File: src/rtl/uart_tx_serializer.sv
// rtl/uart_tx_serializer.sv - 8N1 UART transmitter; define UART_TX_PARITY_EN for 8E1 framing
module uart_tx_serializer #(
  parameter int CLK_PER_BIT   = 104,
  parameter int COUNTER_WIDTH = 7
) (
  input  logic       clk,
  input  logic       reset_n,
  input  logic [7:0] tx_data,
  input  logic       tx_valid,
  output logic       tx_ready,
  output logic       tx_done,
  output logic       tx_busy,
  output logic       uart_tx
);

`ifdef UART_TX_PARITY_EN
  typedef enum logic [2:0] {S_IDLE, S_START, S_DATA, S_PARITY, S_STOP} state_t;
`else
  typedef enum logic [2:0] {S_IDLE, S_START, S_DATA, S_STOP} state_t;
`endif

  localparam logic [COUNTER_WIDTH-1:0] LP_LAST = COUNTER_WIDTH'(CLK_PER_BIT - 1);
  localparam logic [COUNTER_WIDTH-1:0] LP_ONE  = COUNTER_WIDTH'(1);

  state_t                   r_state, w_state_next;
  logic [COUNTER_WIDTH-1:0] r_cnt, w_cnt_next;
  logic [2:0]               r_idx, w_idx_next;
  logic [7:0]               r_shift, w_shift_next;
  logic                     r_tx, w_tx_next;
  logic                     r_busy, r_done, w_done_next;
  logic                     w_accept, w_bit_end;

  assign w_accept  = tx_valid && (r_state == S_IDLE);
  assign w_bit_end = (r_cnt == LP_LAST);

  always_comb begin
    w_state_next = r_state;
    w_cnt_next   = r_cnt;
    w_idx_next   = r_idx;
    w_shift_next = r_shift;
    w_done_next  = 1'b0;
    if (r_state != S_IDLE) begin
      w_cnt_next = w_bit_end ? '0 : r_cnt + LP_ONE;
    end
    case (r_state)
      S_IDLE: begin
        if (w_accept) begin
          w_shift_next = tx_data;
          w_cnt_next   = '0;
          w_idx_next   = 3'd0;
          w_state_next = S_START;
        end
      end
      S_START: begin
        if (w_bit_end) begin
          w_idx_next   = 3'd0;
          w_state_next = S_DATA;
        end
      end
      S_DATA: begin
        if (w_bit_end) begin
          if (r_idx == 3'd7) begin
`ifdef UART_TX_PARITY_EN
            w_state_next = S_PARITY;
`else
            w_state_next = S_STOP;
`endif
          end else begin
            w_idx_next = r_idx + 3'd1;
          end
        end
      end
`ifdef UART_TX_PARITY_EN
      S_PARITY: begin
        if (w_bit_end) w_state_next = S_STOP;
      end
`endif
      S_STOP: begin
        if (w_bit_end) begin
          w_state_next = S_IDLE;
          w_done_next  = 1'b1;
        end
      end
      default: w_state_next = S_IDLE;
    endcase
  end

  // Line level is computed from the next state so uart_tx changes on the same edge as the state.
  always_comb begin
    w_tx_next = 1'b1;
    case (w_state_next)
      S_START:  w_tx_next = 1'b0;
      S_DATA:   w_tx_next = w_shift_next[w_idx_next];
`ifdef UART_TX_PARITY_EN
      S_PARITY: w_tx_next = ^w_shift_next;
`endif
      default:  w_tx_next = 1'b1;
    endcase
  end

  always_ff @(posedge clk or negedge reset_n) begin
    if (!reset_n) begin
      r_state <= S_IDLE;
      r_cnt   <= '0;
      r_idx   <= 3'd0;
      r_shift <= 8'd0;
      r_tx    <= 1'b1;
      r_busy  <= 1'b0;
      r_done  <= 1'b0;
    end else begin
      r_state <= w_state_next;
      r_cnt   <= w_cnt_next;
      r_idx   <= w_idx_next;
      r_shift <= w_shift_next;
      r_tx    <= w_tx_next;
      r_busy  <= (w_state_next != S_IDLE);
      r_done  <= w_done_next;
    end
  end

  assign tx_ready = (r_state == S_IDLE);
  assign tx_done  = r_done;
  assign tx_busy  = r_busy;
  assign uart_tx  = r_tx;

endmodule
File: config.mk
export PLATFORM = sky130hd
export DESIGN_NAME = uart_tx_serializer
export DESIGN_NICKNAME = d
export VERILOG_FILES = /design/src/rtl/uart_tx_serializer.sv
export SDC_FILE = /design/constraint.sdc
export NUM_CORES = 1
export LEC_CHECK = 0
export ABC_AREA = 1
export BUFFER_PORTS_ARGS = -buffer_cell sky130_fd_sc_hd__buf_2
export CELL_PAD_IN_SITES_DETAIL_PLACEMENT = 1
export CELL_PAD_IN_SITES_GLOBAL_PLACEMENT = 1
export CORE_UTILIZATION = 45
export CTS_CLUSTER_SIZE = 40
export DETAILED_ROUTE_END_ITERATION = 8
export PLACE_DENSITY = 0.87
export SLEW_MARGIN = 20
export SYNTH_ARGS = -nofsm -noshare
export SYNTH_HDL_FRONTEND = slang
export SYNTH_SLANG_ARGS = --single-unit
File: constraint.sdc
create_clock -name clk -period 2.5 [get_ports clk]
set_input_delay 0.375 -clock clk [delete_from_list [all_inputs] [get_ports clk]]
set_output_delay 0.375 -clock clk [all_outputs]
set_load 0.1 [all_outputs]
==> impl_metrics.env, run 1 <==
export IMPL_status="complete, no violations"
export IMPL_drt_initial_drc_count=20
export IMPL_grt_pass1_vias=1255
export IMPL_grt_remaining_overflow=0
export IMPL_fin_ws_ns=0.414
export IMPL_grt_use_total_pct=22.2
export IMPL_die_area_um2=3190
export IMPL_num_vias=1160
export IMPL_n_fill_cell=352
export IMPL_skew_ns=0.00840
export IMPL_critPathLaunchType="flop"
export IMPL_gp_congestion=0.845
export IMPL_timing_rr_start="r_cnt[0]$_DFF_PN0_"
export IMPL_cts_max_level=1
export IMPL_netlist_area_um2=1340
export IMPL_grt_max_degree=25
export IMPL_syn_avg_cell_area_um2=8.05
export IMPL_rsz0062_at_grt="false"
export IMPL_cts_tree="yes"
export IMPL_utilization_pct=52.9
export IMPL_die_y_um=56.5
export IMPL_drtAntennaViolNets=0
export IMPL_clock_sinks=24
export IMPL_endpoint_kind="output port"
export IMPL_worstPathMaxFanout=5
export IMPL_seq_area_frac_synth_pct=45.0
export IMPL_tns_ns=0
export IMPL_setup_viol=0
export IMPL_min_period_ns=2.09
export IMPL_hold_violations=0
export IMPL_cts_hold_buffers=0
export IMPL_antenna_found_initial=0
export IMPL_synth_fp_nets=179
export IMPL_synthCells=166
export IMPL_ir_drop_v=0.000412
export IMPL_cts_root_buf="clkbuf_4"
export IMPL_synth_ff_type="dfrtp_1"
export IMPL_ioPinCount=15
export IMPL_reg2reg_to="uart_tx$_DFF_PN1_"
export IMPL_io_buffers=14
export IMPL_cts_buffers=3
export IMPL_max_freq_ghz=0.479
export IMPL_power_leakage_nw=0.751
export IMPL_cp_arrival_ns=1.71
export IMPL_dieWidth_um=56.5
export IMPL_rrSetupSlack_ns=0.73
export IMPL_report_final_slew_viol_count=0
export IMPL_post_cts_buffers=0
export IMPL_area_growth_pct=10.1
export IMPL_clockBufferDepth=2
export IMPL_relSlewSlack_pct=64.0
export IMPL_synth_most_common_cell="nand2_1"
export IMPL_post_dp_hpwl_um=2550
export IMPL_path_cells="nor2_4 > nand2_4 > inv_1 > buf_2"
export IMPL_rows=19
export IMPL_clock_latency_ns=0.32
export IMPL_tightest_slew_ns=0.540
export IMPL_synth_edff_count=0
export IMPL_slowest_stage="dfrtp_1"
export IMPL_power_density_nw_per_um2=605
export IMPL_async_flop_share_pct=100
export IMPL_rr_worst_depth=14
export IMPL_drive_above_1_share_pct=26.1
export IMPL_crit_required_ns=2.12
export IMPL_place_ws_ns=0.769
export IMPL_core_area_um2=2780
export IMPL_antenna_cells=0
export IMPL_grt_pass1_wl_um=5510
export IMPL_synth_largest_area_cell="dfrtp_1"
export IMPL_yosys_warnings=0
export IMPL_path_clk_slew_ns=0.14
export IMPL_synthTopCellsByCount="nand2_1 (41), dfrtp_1 (23), inv_1 (20)"
export IMPL_synth_distinct_cells=25
export IMPL_cts_resized=0
export IMPL_drc=0
export IMPL_synth_seq_cells=24
export IMPL_slowest_delay_ns=0.49
export IMPL_viasPerCell=5.40
export IMPL_firstDrtPassIters=4
export IMPL_initial_core_util_pct=48.0
export IMPL_routedWlPerCell_um=14.3
export IMPL_path_class="reg2out"
export IMPL_hold_path_class="in2async"
export IMPL_drv_cap=0
export IMPL_nets=198
export IMPL_netlist_top_cells_area="dfrtp_1 (43%), nand2_1 (12%), nand2_2 (6.6%)"
export IMPL_postRouteWirelength_um=3080
export IMPL_synth_top_area_share_pct=43.1
export IMPL_period_share_pct=83.4
flip-flops by register name, summed over array words and instances (netlist names):
| name | count |
|---|---|
| uart_tx | 1 |
| r_idx | 3 |
| tx_done | 1 |
| r_state | 3 |
| r_cnt | 7 |
| tx_busy | 1 |
| r_shift | 8 |
layout make-up:
| cell class | count | area, um^2 | area share (%) |
|---|---|---|---|
| clock buffer | 4 | 26.3 | 1.79 |
| tap | 31 | 38.8 | 2.64 |
| multi-input combinational | 118 | 639 | 43.5 |
| timing repair buffer | 14 | 70.1 | 4.76 |
| sequential | 24 | 602 | 40.9 |
| inverter | 24 | 95.1 | 6.46 |
power by group:
part           total (mW)  internal, mW  switching [mW]
Sequential          0.479         0.442          0.0372
Clock               0.181        0.0625           0.119
Combinational       0.229        0.0708           0.158
worst max path at each step:
stage	from	end	slack (ns)
CTS	r_state[2]$_DFF_PN0_	tx_ready	0.41
finish	r_state[2]$_DFF_PN0_	tx_ready	0.41
global placement	r_state[2]$_DFF_PN0_	tx_ready	0.79
global route	r_state[2]$_DFF_PN0_	tx_ready	0.31
detailed placement	r_cnt[1]$_DFF_PN0_	uart_tx$_DFF_PN1_	0.77
floorplan	r_state[2]$_DFF_PN0_	r_cnt[5]$_DFF_PN0_	0.53
layer usage:
| metal | global-route usage, % | vias up | wire (um) |
|---|---|---|---|
| met5 | 0 | - | 0 |
| met4 | 6.62 | 0 | 69 |
| met1 | 27.8 | 568 | 1370 |
| met2 | 39.7 | 20 | 1580 |
| li1 | - | 563 | - |
| met3 | 2.76 | 9 | 69 |
cell families (layout without fill, tap and decap cells):
family                     after synthesis  after routing  synth area share, %
and+or+nand+nor                        103            103                 40.2
buffers and inverters                   24             42                 7.12
adders and majority gates                2              2                 1.87
DFF                                     24             24                 45.0
AOI/OAI and AO/OA                       12             12                 5.52
other                                    1              1                0.281
worst max-delay path, delay by kind of cell, from the launching register on:
| family | cells | cell delay (ns) |
|---|---|---|
| buffers and inverters | 2 | 0.59 |
| flip-flops | 1 | 0.49 |
| AND/OR/NAND/NOR | 2 | 0.31 |
through the flow:
| stage | cell area, um^2 | cells | power [mW] | hold WS [ns] |
|---|---|---|---|---|
| final | 1470 | 215 | 0.890 | 0.0105 |
| after floorplan | 1340 | 166 | 0.651 | 0.0794 |
| after CTS | 1470 | 215 | 0.898 | 0.0313 |
| after detailed placement | 1450 | 211 | 0.719 | 0.394 |
| after global routing | 1470 | 215 | 0.938 | 0.0511 |
| after global placement | 1450 | 211 | 0.702 | 0.380 |
placed cells by master (no fill, tap or decap), types with 4 or more instances in the layout:
master   synthesis  routed
a21oi_1          6       6
buf_2            0      14
dfrtp_1         23      23
inv_1           20      20
nand2_1         41      41
nand2_2         14      14
nand2_4          4       4
nand3_1         16      16
nor2_1          14      14
nor3_1           6       6
Power figures use the tool's default switching activity.
==> run 2, diff against run 1 <==
--- a/config.mk
+++ b/config.mk
@@ -9,10 +9,10 @@
 export BUFFER_PORTS_ARGS = -buffer_cell sky130_fd_sc_hd__buf_2
 export CELL_PAD_IN_SITES_DETAIL_PLACEMENT = 1
 export CELL_PAD_IN_SITES_GLOBAL_PLACEMENT = 1
-export CORE_UTILIZATION = 45
+export CORE_UTILIZATION = 38
 export CTS_CLUSTER_SIZE = 40
 export DETAILED_ROUTE_END_ITERATION = 8
-export PLACE_DENSITY = 0.87
+export PLACE_DENSITY = 0.79
 export SLEW_MARGIN = 20
 export SYNTH_ARGS = -nofsm -noshare
 export SYNTH_HDL_FRONTEND = slang
==> constraint.sdc (replaced) <==
create_clock -name clk -period 1.9 [get_ports clk]
set_input_delay 0.285 -clock clk [delete_from_list [all_inputs] [get_ports clk]]
set_output_delay 0.285 -clock clk [all_outputs]
set_load 0.1 [all_outputs]
==> impl_metrics.env, run 2 (synthesized netlist as in run 1, its figures left out) <==
export IMPL_status="complete, no violations"
export IMPL_clockBufferDepth=2
export IMPL_path_class="reg2out"
export IMPL_hold_violations=0
export IMPL_power_leakage_nw=0.766
export IMPL_io_buffers=14
export IMPL_min_period_ns=1.79
export IMPL_cts_max_level=1
export IMPL_post_dp_hpwl_um=2340
export IMPL_core_area_um2=3360
export IMPL_n_fill_cell=435
export IMPL_postRouteWirelength_um=2990
export IMPL_reg2reg_to="uart_tx$_DFF_PN1_"
export IMPL_dieWidth_um=61.3
export IMPL_rr_worst_depth=14
export IMPL_antenna_cells=0
export IMPL_grtUsageMet2_pct=32.3
export IMPL_worstHoldStart="tx_data[2]"
export IMPL_rrSetupSlack_ns=0.19
export IMPL_endpoint_kind="output port"
export IMPL_routedWlPerCell_um=12.9
export IMPL_tightest_slew_ns=0.538
export IMPL_nets=199
export IMPL_antenna_found_initial=0
export IMPL_grtUsageMet1_pct=23.9
export IMPL_relSlewSlack_pct=64.1
export IMPL_grt_pass1_wl_um=5080
export IMPL_viasPerCell=4.82
export IMPL_clock_latency_ns=0.32
export IMPL_cts_root_buf="clkbuf_4"
export IMPL_final_cell_mix="nand2_1 (39), dfrtp_1 (23), inv_1 (19)"
export IMPL_cp_arrival_ns=1.51
export IMPL_place_area_um2=1470
export IMPL_gp_congestion=0.838
export IMPL_power_density_nw_per_um2=851
export IMPL_endpoint="tx_ready"
export IMPL_grt_use_total_pct=18.6
export IMPL_rows=21
export IMPL_max_flop_register="r_shift"
export IMPL_drc=0
export IMPL_tns_ns=0
export IMPL_max_freq_ghz=0.557
export IMPL_drt_initial_drc_count=31
export IMPL_die_y_um=61.3
export IMPL_path_clk_slew_ns=0.15
export IMPL_drive_above_1_share_pct=29.7
export IMPL_skew_ns=0.0105
export IMPL_grt_busiest_layer="met2"
export IMPL_grt_pass1_vias=1142
export IMPL_final_common_cell="nand2_1"
export IMPL_crit_required_ns=1.62
export IMPL_grt_max_degree=25
export IMPL_cts_tree="yes"
export IMPL_hold_path_class="in2reg"
export IMPL_drtAntennaViolNets=0
export IMPL_setup_viol=0
export IMPL_cts_buffers=3
export IMPL_period_share_pct=94.4
export IMPL_met3_usage_pct=1.89
export IMPL_finalInstanceArea_um2=1580
export IMPL_report_final_slew_viol_count=0
export IMPL_worstPathMaxFanout=5
export IMPL_post_cts_buffers=0
export IMPL_reg_top3="r_shift: 8 flops, r_cnt: 7 flops"
export IMPL_rsz0062_at_grt="false"
export IMPL_clock_sinks=24
export IMPL_hold_worst_slack_ns=0.178
export IMPL_ioPinCount=15
export IMPL_die_area_um2=3760
export IMPL_drv_cap=0
export IMPL_grt_remaining_overflow=0
export IMPL_critPathLaunchType="flop"
export IMPL_largest_reg_flops=8
export IMPL_area_growth_pct=18.2
export IMPL_firstDrtPassIters=4
export IMPL_critPathLaunch="r_state[2]$_DFF_PN0_"
export IMPL_num_vias=1113
export IMPL_initial_core_util_pct=39.7
export IMPL_ir_drop_v=0.000403
export IMPL_timing_rr_start="r_cnt[1]$_DFF_PN0_"
## run 2: critical path, stage by stage, from the launching register on
cell and delay, ns:
dfrtp_1 0.50, nor2_4 0.20, nand2_4 0.11, clkinvlp_4 0.14, buf_6 0.23
## run 2: routing by layer
metal | vias up | share of wire [%]
li1 | 561 | -
met1 | 536 | 44
met2 | 14 | 54
met3 | 2 | 1.9
met4 | 0 | 0.47
met5 | - | 0
## run 2: repair_timing
item	4_1_cts	5_1_grt
hold buffers	1	0
setup endpoints to repair	1	2
resized for setup	1	10
endpoints found under the hold margin	23	0
pin swaps	0	1
gates cloned	0	0
## run 2: how the worst min path moves through the flow
| stage | to | cells after the start |
|---|---|---|
| 2_1_floorplan | r_cnt[0]$_DFF_PN0_ | 0 |
| 3_3_place_gp | r_cnt[0]$_DFF_PN0_ | 1 |
| 3_5_place_dp | r_cnt[1]$_DFF_PN0_ | 1 |
| 4_1_cts | r_shift[0]$_DFF_PN0_ | 3 |
| 5_1_grt | r_shift[4]$_DFF_PN0_ | 3 |
| 6_report | r_shift[2]$_DFF_PN0_ | 3 |
## run 2: stage by stage
stage,std cells,util [%],total power [mW],worst slack (ns)
2_1_floorplan,166,-,0.858,0.155
3_3_place_gp,226,43.6,0.920,0.214
3_5_place_dp,226,43.6,0.939,0.104
4_1_cts,231,45.6,1.32,0.0367
5_1_grt,231,46.9,1.42,0.00609
6_report,231,46.9,1.34,0.106
## run 2: cell type report
cell class	instances	area [um^2]	share of cell area (%)
clock inverter	1	30.0	1.90
sequential	24	602	38.1
tap	46	57.6	3.65
inverter	24	98.8	6.26
multi-input combinational	118	682	43.2
clock buffer	3	22.5	1.43
timing repair buffer	15	86.3	5.47
## run 2: power breakdown
part	switching, mW	total (mW)	internal [mW]
Sequential	0.0561	0.638	0.582
Combinational	0.215	0.329	0.114
Clock	0.164	0.377	0.213
==> run 3, diff against run 2 <==
--- a/config.mk
+++ b/config.mk
@@ -5,14 +5,13 @@
 export SDC_FILE = /design/constraint.sdc
 export NUM_CORES = 1
 export LEC_CHECK = 0
-export ABC_AREA = 1
 export BUFFER_PORTS_ARGS = -buffer_cell sky130_fd_sc_hd__buf_2
 export CELL_PAD_IN_SITES_DETAIL_PLACEMENT = 1
 export CELL_PAD_IN_SITES_GLOBAL_PLACEMENT = 1
-export CORE_UTILIZATION = 38
+export CORE_UTILIZATION = 40
 export CTS_CLUSTER_SIZE = 40
 export DETAILED_ROUTE_END_ITERATION = 8
-export PLACE_DENSITY = 0.79
+export PLACE_DENSITY = 0.78
 export SLEW_MARGIN = 20
 export SYNTH_ARGS = -nofsm -noshare
 export SYNTH_HDL_FRONTEND = slang
==> impl_metrics.env, run 3 <==
export IMPL_yosys_warnings=0
export IMPL_placedCellCount=191
export IMPL_swShare_pct=31.1
export IMPL_grt_remaining_overflow=0
export IMPL_rows=20
export IMPL_core_area_um2=3030
export IMPL_clockBufferDepth=2
export IMPL_antenna_found_initial=0
export IMPL_reg_top3="r_shift: 8 flops, r_cnt: 7 flops"
export IMPL_endpoint_kind="flop"
export IMPL_worstHoldEndpoint="r_shift[0]$_DFF_PN0_"
export IMPL_seq_area_um2=602
export IMPL_firstDrtPassIters=4
export IMPL_synth_top_area_share_pct=45.5
export IMPL_routedWlPerCell_um=16.0
export IMPL_synth_ff_type="dfrtp_1"
export IMPL_drv_cap=0
export IMPL_grt_pass1_vias=1153
export IMPL_fin_cells=200
export IMPL_clock_sinks=24
export IMPL_ioPinCount=15
export IMPL_viasPerCell=5.21
export IMPL_power_frac_clock_pct=19.7
export IMPL_grt_use_total_pct=21.2
export IMPL_finalInstanceArea_um2=1670
export IMPL_drtAntennaViolNets=0
export IMPL_hold_path_depth=2
export IMPL_critPathLaunchType="flop"
export IMPL_fin_ws_ns=-0.306
export IMPL_die_y_um=58.2
export IMPL_relSlewSlack_pct=63.5
export IMPL_seq_power_share_pct=47.0
export IMPL_max_freq_ghz=0.453
export IMPL_clock_latency_ns=0.31
export IMPL_netlist_area_um2=1260
export IMPL_drc=0
export IMPL_power_leakage_nw=0.775
export IMPL_power_density_nw_per_um2=815
export IMPL_seq_area_frac_synth_pct=47.6
export IMPL_post_dp_hpwl_um=2390
export IMPL_max_flop_register="r_shift"
export IMPL_min_period_ns=2.21
export IMPL_power_switching_mw=0.423
export IMPL_hold_worst_slack_ns=0.221
export IMPL_rsz0062_at_grt="true"
export IMPL_synthCells=116
export IMPL_rrSetupSlack_ns=-0.31
export IMPL_die_area_um2=3390
export IMPL_gp_congestion=0.833
export IMPL_grt_max_degree=25
export IMPL_final_cell_mix="dfrtp_1 (23), buf_4 (21), buf_2 (13)"
export IMPL_synth_edff_count=0
export IMPL_nets=170
export IMPL_status="finished with violations"
export IMPL_timing_rr_start="r_cnt[0]$_DFF_PN0_"
export IMPL_synth_largest_area_cell="dfrtp_1"
export IMPL_synth_most_common_cell="dfrtp_1"
export IMPL_synthTopCellsByCount="dfrtp_1 (23), nor2_1 (10), mux2_2 (8)"
export IMPL_drt_initial_drc_count=15
export IMPL_place_area_um2=1550
export IMPL_tightest_slew_ns=0.548
export IMPL_io_buffers=14
export IMPL_setup_viol=3
export IMPL_syn_avg_cell_area_um2=10.9
export IMPL_area_growth_pct=31.9
export IMPL_path_class="reg2reg"
export IMPL_synth_distinct_cells=47
export IMPL_grt_pass1_wl_um=5380
export IMPL_p_int_mw=0.935
export IMPL_synth_seq_cells=24
export IMPL_dieWidth_um=58.2
export IMPL_reg2reg_to="uart_tx$_DFF_PN1_"
export IMPL_crit_required_ns=2.14
export IMPL_initial_core_util_pct=41.7
export IMPL_cts_root_buf="clkbuf_4"
export IMPL_hold_path_class="in2reg"
export IMPL_hold_violations=0
export IMPL_netlist_top_cells_area="dfrtp_1 (46%), mux2_2 (7.1%), nor2_1 (3.0%)"
export IMPL_cts_buffers=3
export IMPL_combinationalPowerShare_pct=33.3
export IMPL_num_vias=1041
export IMPL_drive_above_1_share_pct=43.6
export IMPL_rr_worst_depth=7
export IMPL_place_ws_ns=-0.230
export IMPL_worstPathMaxFanout=3
export IMPL_n_fill_cell=337
export IMPL_worstHoldStart="tx_data[0]"
export IMPL_cts_max_level=1
export IMPL_async_flop_share_pct=100
export IMPL_violations="negative setup slack"
export IMPL_ir_drop_v=0.000389
export IMPL_antenna_cells=0
export IMPL_period_share_pct=116
export IMPL_multi_input_comb_area_um2=656
export IMPL_cts_tree="yes"
export IMPL_path_clk_slew_ns=0.13
export IMPL_final_common_cell="dfrtp_1"
export IMPL_cp_arrival_ns=2.45
export IMPL_skew_ns=0.00423
export IMPL_report_final_slew_viol_count=0
export IMPL_largest_reg_flops=8
export IMPL_postRouteWirelength_um=3200
export IMPL_synth_fp_nets=129
-- run 3: through the flow --
stage,power (mW),setup TNS [ns],utilization [%]
floorplan,0.879,-0.176,-
global placement,1.02,-0.165,51.3
detailed placement,1.05,-0.230,51.3
CTS,1.35,-0.400,54.1
global route,1.43,-0.686,55.0
finish,1.36,-0.390,55.0
-- run 3: power groups by stage --
| stage | clock network (mW) | registers (mW) | logic, mW |
|---|---|---|---|
| floorplan | 0 | 0.669 | 0.211 |
| global placement | 0 | 0.642 | 0.380 |
| detailed placement | 0 | 0.650 | 0.402 |
| CTS | 0.276 | 0.638 | 0.431 |
| global route | 0.290 | 0.647 | 0.491 |
| finish | 0.268 | 0.638 | 0.452 |
-- run 3: repair_timing --
| action | 4_1_cts | 5_1_grt |
|---|---|---|
| endpoints found under the setup margin | 3 | 5 |
| pin swaps | 1 | 3 |
| endpoints found under the hold margin | 23 | 0 |
| hold buffers | 1 | 0 |
| gates resized for setup | 3 | 6 |
| buffers inserted | 3 | 2 |
-- run 3: cell type report --
type / count / share of cell area (%)
timing repair buffer: 39 / 17.7
sequential: 24 / 36.1
multi-input combinational: 84 / 39.3
clock buffer: 4 / 2.18
tap: 44 / 3.30
inverter: 5 / 1.35
-- run 3: worst max-delay path, stage by stage (launching register included) --
cell,delay [ns]
dfrtp_1,0.39
ha_2,0.20
nand4b_1,0.17
o31a_1,0.30
or3_1,0.33
a32o_2,0.26
or3b_1,0.36
a31oi_1,0.15
-- run 3: worst max path at each step --
stage                       startpoint           endpoint  depth (start not counted)
global route        r_cnt[0]$_DFF_PN0_  uart_tx$_DFF_PN1_                          7
finish              r_cnt[0]$_DFF_PN0_  uart_tx$_DFF_PN1_                          7
floorplan           r_cnt[0]$_DFF_PN0_  uart_tx$_DFF_PN1_                          7
detailed placement  r_cnt[1]$_DFF_PN0_  uart_tx$_DFF_PN1_                          8
global placement    r_cnt[1]$_DFF_PN0_  uart_tx$_DFF_PN1_                          9
CTS                 r_cnt[0]$_DFF_PN0_  uart_tx$_DFF_PN1_                          7
-- run 3: kinds of logic (layout without fill, tap and decap cells) --
kind of cell             count (synthesis)  in the layout  share of synthesized area, %
buffers and inverters                    8             48                          3.37
AND/OR/NAND/NOR                         44             44                          21.0
multiplexers                             8              8                          7.13
AO/OA/AOI/OAI                           24             24                          15.1
XOR/XNOR                                 5              5                          3.47
other                                    1              1                         0.297
adder cells (fa/ha/maj)                  2              2                          1.98
flip-flops                              24             24                          47.6
-- run 3: per-layer routing --
| metal | vias to the layer above | GRT usage, % | part of all wire, % |
|---|---|---|---|
| li1 | 503 | - | - |
| met1 | 520 | 24.5 | 41 |
| met2 | 16 | 40.9 | 56 |
| met3 | 2 | 2.01 | 2.3 |
| met4 | 0 | 6.12 | 0.59 |
| met5 | - | 0 | 0 |
